$ cat src/rtl/mips32_prog_loader.sv
// Bring-up sequencer for the pipelined MIPS32 core: streams an image into the
// unified memory, starts the core, waits for HLT and reads back one result word.
module mips32_prog_loader #(
  parameter int ADDR_W      = 10,
  parameter int DATA_W      = 32,
  parameter int TIMEOUT_CYC = 4096
) (
  input  logic              clk1,
  input  logic              rst,
  input  logic              go,
  input  logic [ADDR_W-1:0] load_base,
  input  logic [ADDR_W-1:0] result_addr,
  input  logic              in_valid,
  output logic              in_ready,
  input  logic [DATA_W-1:0] in_data,
  input  logic              in_last,
  output logic              mem_we,
  output logic              mem_re,
  output logic [ADDR_W-1:0] mem_addr,
  output logic [DATA_W-1:0] mem_wdata,
  input  logic [DATA_W-1:0] mem_rdata,
  output logic              cpu_start,
  output logic              cpu_run,
  input  logic              cpu_halted,
  output logic              busy,
  output logic              done,
  output logic [DATA_W-1:0] result,
  output logic [ADDR_W:0]   words_loaded,
  output logic              err_ovf,
  output logic              err_timeout
);

  localparam int CNT_W = (TIMEOUT_CYC > 2) ? $clog2(TIMEOUT_CYC) : 1;
  localparam logic [CNT_W-1:0] CNT_LAST = CNT_W'(TIMEOUT_CYC - 1);

  typedef enum logic [2:0] {
    S_IDLE,
    S_LOAD,
    S_START,
    S_RUN,
    S_READ,
    S_RDWAIT,
    S_DONE
  } state_e;

  state_e              state_q, state_d;
  logic [ADDR_W-1:0]   wr_ptr_q, wr_ptr_d;
  logic [ADDR_W-1:0]   res_addr_q, res_addr_d;
  logic [ADDR_W:0]     words_q, words_d;
  logic [CNT_W-1:0]    cnt_q, cnt_d;
  logic                err_ovf_q, err_ovf_d;
  logic                err_to_q, err_to_d;
  logic [DATA_W-1:0]   result_q, result_d;
  logic                mem_we_q, mem_we_d;
  logic                mem_re_q, mem_re_d;
  logic [ADDR_W-1:0]   mem_addr_q, mem_addr_d;
  logic [DATA_W-1:0]   mem_wdata_q, mem_wdata_d;

  always_ff @(posedge clk1) begin
    if (rst) begin
      state_q     <= S_IDLE;
      wr_ptr_q    <= '0;
      res_addr_q  <= '0;
      words_q     <= '0;
      cnt_q       <= '0;
      err_ovf_q   <= 1'b0;
      err_to_q    <= 1'b0;
      result_q    <= '0;
      mem_we_q    <= 1'b0;
      mem_re_q    <= 1'b0;
      mem_addr_q  <= '0;
      mem_wdata_q <= '0;
    end else begin
      state_q     <= state_d;
      wr_ptr_q    <= wr_ptr_d;
      res_addr_q  <= res_addr_d;
      words_q     <= words_d;
      cnt_q       <= cnt_d;
      err_ovf_q   <= err_ovf_d;
      err_to_q    <= err_to_d;
      result_q    <= result_d;
      mem_we_q    <= mem_we_d;
      mem_re_q    <= mem_re_d;
      mem_addr_q  <= mem_addr_d;
      mem_wdata_q <= mem_wdata_d;
    end
  end

  always_comb begin
    state_d     = state_q;
    wr_ptr_d    = wr_ptr_q;
    res_addr_d  = res_addr_q;
    words_d     = words_q;
    cnt_d       = cnt_q;
    err_ovf_d   = err_ovf_q;
    err_to_d    = err_to_q;
    result_d    = result_q;
    mem_we_d    = 1'b0;
    mem_re_d    = 1'b0;
    mem_addr_d  = mem_addr_q;
    mem_wdata_d = mem_wdata_q;

    unique case (state_q)
      S_IDLE: begin
        if (go) begin
          wr_ptr_d   = load_base;
          res_addr_d = result_addr;
          words_d    = '0;
          err_ovf_d  = 1'b0;
          err_to_d   = 1'b0;
          state_d    = S_LOAD;
        end
      end
      S_LOAD: begin
        if (in_valid) begin
          mem_we_d    = 1'b1;
          mem_addr_d  = wr_ptr_q;
          mem_wdata_d = in_data;
          words_d     = words_q + (ADDR_W+1)'(1);
          // The pointer saturates at the top word so it can never wrap.
          if (wr_ptr_q != '1) begin
            wr_ptr_d = wr_ptr_q + ADDR_W'(1);
          end
          if (in_last) begin
            state_d = S_START;
          end else if (wr_ptr_q == '1) begin
            err_ovf_d = 1'b1;
            state_d   = S_DONE;
          end
        end
      end
      S_START: begin
        // The last image write is still on the bus for the first START
        // cycle, so the start pulse follows it one cycle later.
        cnt_d = '0;
        if (!mem_we_q) begin
          state_d = S_RUN;
        end
      end
      S_RUN: begin
        if (cpu_halted) begin
          mem_re_d   = 1'b1;
          mem_addr_d = res_addr_q;
          state_d    = S_READ;
        end else if (cnt_q == CNT_LAST) begin
          err_to_d = 1'b1;
          state_d  = S_DONE;
        end else begin
          cnt_d = cnt_q + CNT_W'(1);
        end
      end
      S_READ: begin
        state_d = S_RDWAIT;
      end
      S_RDWAIT: begin
        result_d = mem_rdata;
        state_d  = S_DONE;
      end
      S_DONE: begin
        state_d = S_IDLE;
      end
      default: begin
        state_d = S_IDLE;
      end
    endcase
  end

  assign in_ready     = (state_q == S_LOAD);
  assign cpu_start    = (state_q == S_START) && !mem_we_q;
  assign cpu_run      = (state_q == S_RUN);
  assign busy         = (state_q != S_IDLE);
  assign done         = (state_q == S_DONE);
  assign mem_we       = mem_we_q;
  assign mem_re       = mem_re_q;
  assign mem_addr     = mem_addr_q;
  assign mem_wdata    = mem_wdata_q;
  assign result       = result_q;
  assign words_loaded = words_q;
  assign err_ovf      = err_ovf_q;
  assign err_timeout  = err_to_q;

endmodule
$ cat config.mk
export PLATFORM = sky130hd
export DESIGN_NAME = mips32_prog_loader
export DESIGN_NICKNAME = d
export VERILOG_FILES = /design/src/rtl/mips32_prog_loader.sv
export SDC_FILE = /design/constraint.sdc
export NUM_CORES = 1
export LEC_CHECK = 0
export CAP_MARGIN = 20
export CORE_UTILIZATION = 49
export DETAILED_ROUTE_END_ITERATION = 6
export GPL_TIMING_DRIVEN = 0
export PLACE_DENSITY = 0.93
export SLEW_MARGIN = 10
export SYNTH_ARGS = -nofsm -noshare
export SYNTH_HDL_FRONTEND = slang
export SYNTH_SLANG_ARGS = --single-unit
$ cat constraint.sdc
create_clock -name clk1 -period 5.4 [get_ports clk1]
set_input_delay 0.54 -clock clk1 [delete_from_list [all_inputs] [get_ports clk1]]
set_output_delay 0.54 -clock clk1 [all_outputs]
set_load 0.01 [all_outputs]
==> impl_metrics.prom <==
# TYPE chip_impl_metric gauge
chip_impl_metric{name="maximum_count_of_clock_buffers_along_a_single_path",unit=""} 2
chip_impl_metric{name="count_of_flip_flops_with_a_built_in_enable_after_synthesis",unit=""} 0
chip_impl_info{name="r2r-end",value="mem_wdata[14]"} 1
chip_impl_metric{name="number_of_global_route_vias_before_repair",unit=""} 5310
chip_impl_metric{name="finalMaxSlewViolations",unit=""} 0
chip_impl_metric{name="peakVddDrop",unit="µV"} 204.1
chip_impl_metric{name="design.core.area",unit="µm²"} 10320
chip_impl_metric{name="globalRouteTotalUtil",unit="%"} 28.93
chip_impl_metric{name="layout-drive-gt1-share",unit="%"} 4.670
chip_impl_info{name="category_of_the_most_critical_setup_path",value="register to output port"} 1
chip_impl_metric{name="max_freq",unit="MHz"} 301.8
chip_impl_metric{name="slew_headroom",unit="%"} 46.66
chip_impl_metric{name="overall_die_area",unit="µm²"} 11040
chip_impl_info{name="result_of_the_run",value="completed"} 1
chip_impl_metric{name="number_of_instances_in_the_synthesized_netlist",unit=""} 666
chip_impl_metric{name="worstPathMaxFanout",unit=""} 10
chip_impl_metric{name="fillCellCount",unit=""} 743
chip_impl_metric{name="cts_buffers",unit=""} 17
chip_impl_metric{name="die_extent_in_y",unit="µm"} 105.1
chip_impl_metric{name="fin_setup_tns",unit="ns"} 0
chip_impl_metric{name="finalWirelength",unit="µm"} 16080
chip_impl_metric{name="cts.sinks",unit=""} 124
chip_impl_metric{name="finalClockSkew",unit="ns"} 0.009529
chip_impl_metric{name="boundaryPins",unit=""} 184
chip_impl_metric{name="standby_leakage_power",unit="nW"} 2.624
chip_impl_metric{name="final.period_utilization",unit="%"} 61.37
chip_impl_metric{name="drt_iter0_markers",unit=""} 451
chip_impl_info{name="grt_setup_unrepaired",value="false"} 1
chip_impl_metric{name="rrSetupSlack",unit="ns"} 2.98
chip_impl_info{name="min-delay-start",value="result[4]"} 1
chip_impl_metric{name="drtPass1Iterations",unit=""} 5
chip_impl_metric{name="dr_total_vias",unit=""} 5694
chip_impl_info{name="ys.flop_type",value="sky130_fd_sc_hd__dfxtp_1"} 1
chip_impl_info{name="timing.critical_path.mode_cell",value="sky130_fd_sc_hd__clkbuf_1"} 1
chip_impl_metric{name="htree_num_levels",unit=""} 4
chip_impl_metric{name="routedWlPerCell",unit="µm"} 15.85
chip_impl_metric{name="timing.max_cap.violations",unit=""} 0
chip_impl_metric{name="power_density",unit="nW/µm²"} 354.4
chip_impl_metric{name="synth_fp_nets",unit=""} 759
chip_impl_metric{name="postLayoutCellArea",unit="µm²"} 7784
chip_impl_metric{name="holdWs",unit="ns"} 0.4526
chip_impl_metric{name="routabilityCongestion",unit=""} 0.9290
chip_impl_metric{name="ys.warnings.count",unit=""} 0
chip_impl_info{name="end_kind",value="output port"} 1
chip_impl_metric{name="num_antenna_cells",unit=""} 0
chip_impl_metric{name="number_of_hold_slack_violations_in_the_final_timing_report",unit=""} 0
chip_impl_info{name="cts_tree",value="built"} 1
chip_impl_metric{name="placementRows",unit=""} 37
chip_impl_metric{name="grt_overflow_total",unit=""} 0
chip_impl_metric{name="highest_cell_delay_on_the_worst_timing_path",unit="ns"} 0.62
chip_impl_metric{name="postCtsSetupRepairBufs",unit=""} 0
chip_impl_info{name="synth_top_cells_by_area",value="sky130_fd_sc_hd__dfxtp_1, sky130_fd_sc_hd__nand2_1, sky130_fd_sc_hd__a21oi_1"} 1
chip_impl_info{name="synth_top_cell_by_area",value="sky130_fd_sc_hd__dfxtp_1"} 1
chip_impl_metric{name="vias_per_cell",unit=""} 5.615
chip_impl_info{name="crit_path_top_delay_cell",value="sky130_fd_sc_hd__clkdlybuf4s50_1"} 1
chip_impl_metric{name="flow.area_growth_from_synthesis",unit="%"} 49.54
chip_impl_metric{name="number_of_i_o_port_buffers",unit=""} 183
chip_impl_metric{name="distinct_cell_type_count_of_the_synthesized_netlist",unit=""} 50
chip_impl_metric{name="syn_area_per_cell",unit="µm²"} 7.815
chip_impl_info{name="r2r_start",value="state_q[1]"} 1
chip_impl_metric{name="required",unit="ns"} 4.86
chip_impl_metric{name="hpwlAfterDp",unit="µm"} 11320
chip_impl_metric{name="period_minus_ws_final",unit="ns"} 3.314
chip_impl_metric{name="worstSkewPairLatency",unit="ns"} 0.51
chip_impl_metric{name="sequential_element_share_of_the_synthesized_area",unit="%"} 47.69
chip_impl_metric{name="grt_first_pass_wirelength",unit="µm"} 25400
chip_impl_info{name="startpoint_types",value="register"} 1
chip_impl_metric{name="largest_net_degree_at_the_start_of_global_routing",unit=""} 17
chip_impl_metric{name="grt_antenna_before_repair",unit=""} 0
chip_impl_metric{name="min_path_cells",unit=""} 2
chip_impl_info{name="cp_cell_sequence",value="clkbuf_1 -> nand3b_1 -> inv_1 -> clkbuf_1 -> clkdlybuf4s50_1"} 1
chip_impl_metric{name="asyncSetResetFlopFracSynth",unit="%"} 0
chip_impl_metric{name="report.final.setup_viol",unit=""} 0
chip_impl_metric{name="worst-slew-pin-transition",unit="ns"} 0.7972
chip_impl_info{name="clock-root-buffer",value="sky130_fd_sc_hd__clkbuf_8"} 1
chip_impl_metric{name="initial_utilization",unit="%"} 50.42
chip_impl_metric{name="crit_arrival",unit="ns"} 2.77
chip_impl_metric{name="timing.reg2reg.worst_path_depth",unit=""} 7
chip_impl_metric{name="drt_drc_violations_left",unit=""} 0
chip_impl_metric{name="final_nets",unit=""} 961
chip_impl_metric{name="dieWidth",unit="µm"} 105.1
chip_impl_metric{name="cts_hold_repair.buffers",unit=""} 0
chip_impl_metric{name="postPlaceCellArea",unit="µm²"} 7207
chip_impl_info{name="hold_end",value="result[4]"} 1
chip_impl_metric{name="drt.antenna.violating_nets",unit=""} 0
chip_impl_metric{name="post_cts_resized",unit=""} 0
chip_impl_info{name="hold_class",value="register to register"} 1
chip_impl_metric{name="clk_pin_slew",unit="ns"} 0.06
chip_impl_metric{name="synth_area",unit="µm²"} 5205
chip_impl_metric{name="seq_cells_post_synth",unit=""} 124
chip_impl_metric{name="post-synth-top-area-fraction",unit="%"} 47.69
registers in the layout, indices dropped and copies added (netlist names), 3 cells and up:
name and flops:
mem_wdata 32, result 32, cnt_q 12, wr_ptr_q 10, mem_addr 10, state_q 3
words_loaded 11, res_addr_q 10
worst max-delay path: cells and delay by family, from the launching register on:
family	cells	cell delay, ns
buffers and inverters	4	1.58
flip-flops	1	0.35
AND/OR/NAND/NOR	1	0.32
logic make-up (layout without fill, tap and decap cells):
kind of cell / after synthesis / in the layout / share of synthesized area (%)
fa+ha+maj: 3 / 3 / 0.7212
simple gates: 302 / 302 / 26.20
buf+inv: 60 / 272 / 4.519
xor+xnor: 5 / 5 / 0.8413
compound gates: 171 / 171 / 19.76
flops: 124 / 124 / 47.69
mux: 1 / 1 / 0.2644
report_power, final:
group          internal, W  switching (W)  total [W]
clock             0.000728       0.000396    0.00112
sequential        0.000992      0.0000614    0.00105
combinational     0.000263       0.000317   0.000580
total              0.00198       0.000775    0.00276
per-stage QoR:
stage                     std cells  power [W]  setup WS (ns)  util [%]
after floorplan                 666   0.001361          3.438         -
after global placement          985   0.001619          2.720     69.81
after detailed placement        985   0.001635          2.659     69.81
after CTS                      1014   0.002752          2.113     75.40
after global routing           1014   0.002864          1.926     75.40
final                          1014   0.002759          2.086     75.40
synth_stat cells (5+ instances only):
library cell / instances
sky130_fd_sc_hd__nand2_1: 190
sky130_fd_sc_hd__dfxtp_1: 124
sky130_fd_sc_hd__a21oi_1: 99
sky130_fd_sc_hd__clkbuf_1: 42
sky130_fd_sc_hd__nor2_1: 28
sky130_fd_sc_hd__nand3_1: 15
sky130_fd_sc_hd__nor3_1: 12
sky130_fd_sc_hd__o21ai_0: 12
sky130_fd_sc_hd__inv_1: 11
sky130_fd_sc_hd__or4_1: 11
sky130_fd_sc_hd__a311oi_1: 10
sky130_fd_sc_hd__o31ai_1: 10
sky130_fd_sc_hd__a31oi_1: 8
sky130_fd_sc_hd__or3_1: 8
sky130_fd_sc_hd__nand4_1: 6
sky130_fd_sc_hd__nor4_1: 6
sky130_fd_sc_hd__and3_1: 5
sky130_fd_sc_hd__and4_1: 5
sky130_fd_sc_hd__xnor2_1: 5
area by class of cell:
type                    count  area (µm²)  area share [%]
plain buffers              49       193.9           2.492
clock buffers              21       459.2           5.899
clock inverters             8       117.6           1.511
inverters                  11       41.29          0.5305
multi-input cells         482        2487           31.96
flip-flops and latches    124        2482           31.89
well taps                 136       170.2           2.186
repair buffers            183        1832           23.53
layout by cell type, fill, tap and decap left out, types with 5 or more instances in the layout:
cell type | synthesis | layout
sky130_fd_sc_hd__clkbuf_1 | 42 | 43
sky130_fd_sc_hd__a31oi_1 | 8 | 8
sky130_fd_sc_hd__o31ai_1 | 10 | 10
sky130_fd_sc_hd__a21oi_1 | 99 | 99
sky130_fd_sc_hd__xnor2_1 | 5 | 5
sky130_fd_sc_hd__or4_1 | 11 | 11
sky130_fd_sc_hd__and4_1 | 5 | 5
sky130_fd_sc_hd__o21ai_0 | 12 | 12
sky130_fd_sc_hd__and3_1 | 5 | 5
sky130_fd_sc_hd__clkbuf_16 | 0 | 16
sky130_fd_sc_hd__a311oi_1 | 10 | 10
sky130_fd_sc_hd__clkdlybuf4s50_1 | 0 | 183
sky130_fd_sc_hd__nor4_1 | 6 | 6
sky130_fd_sc_hd__nand4_1 | 6 | 6
sky130_fd_sc_hd__nor3_1 | 12 | 12
sky130_fd_sc_hd__inv_1 | 11 | 11
sky130_fd_sc_hd__dfxtp_1 | 124 | 124
sky130_fd_sc_hd__nand2_1 | 190 | 190
sky130_fd_sc_hd__or3_1 | 8 | 8
sky130_fd_sc_hd__nand3_1 | 15 | 15
sky130_fd_sc_hd__nor2_1 | 28 | 28
metal layers:
| layer | up-vias | share of wire [%] | global-route usage, % |
|---|---|---|---|
| met5 | - | 0 | 0 |
| met4 | 0 | 1.6 | 9.256 |
| met3 | 30 | 9.5 | 10.17 |
| met2 | 299 | 49 | 48.91 |
| met1 | 2622 | 40 | 34.19 |
| li1 | 2743 | - | - |
worst max-delay path by stage:
stage	startpoint	end	slack [ns]
6_report	state_q[1]	cpu_run	2.09
3_3_place_gp	state_q[1]	cpu_run	2.72
2_1_floorplan	go	words_loaded[10]	3.44
4_1_cts	state_q[1]	cpu_run	2.11
3_5_place_dp	in_valid	wr_ptr_q[3]	2.66
5_1_grt	state_q[1]	cpu_run	1.93
(Power assumes the default switching activity.)
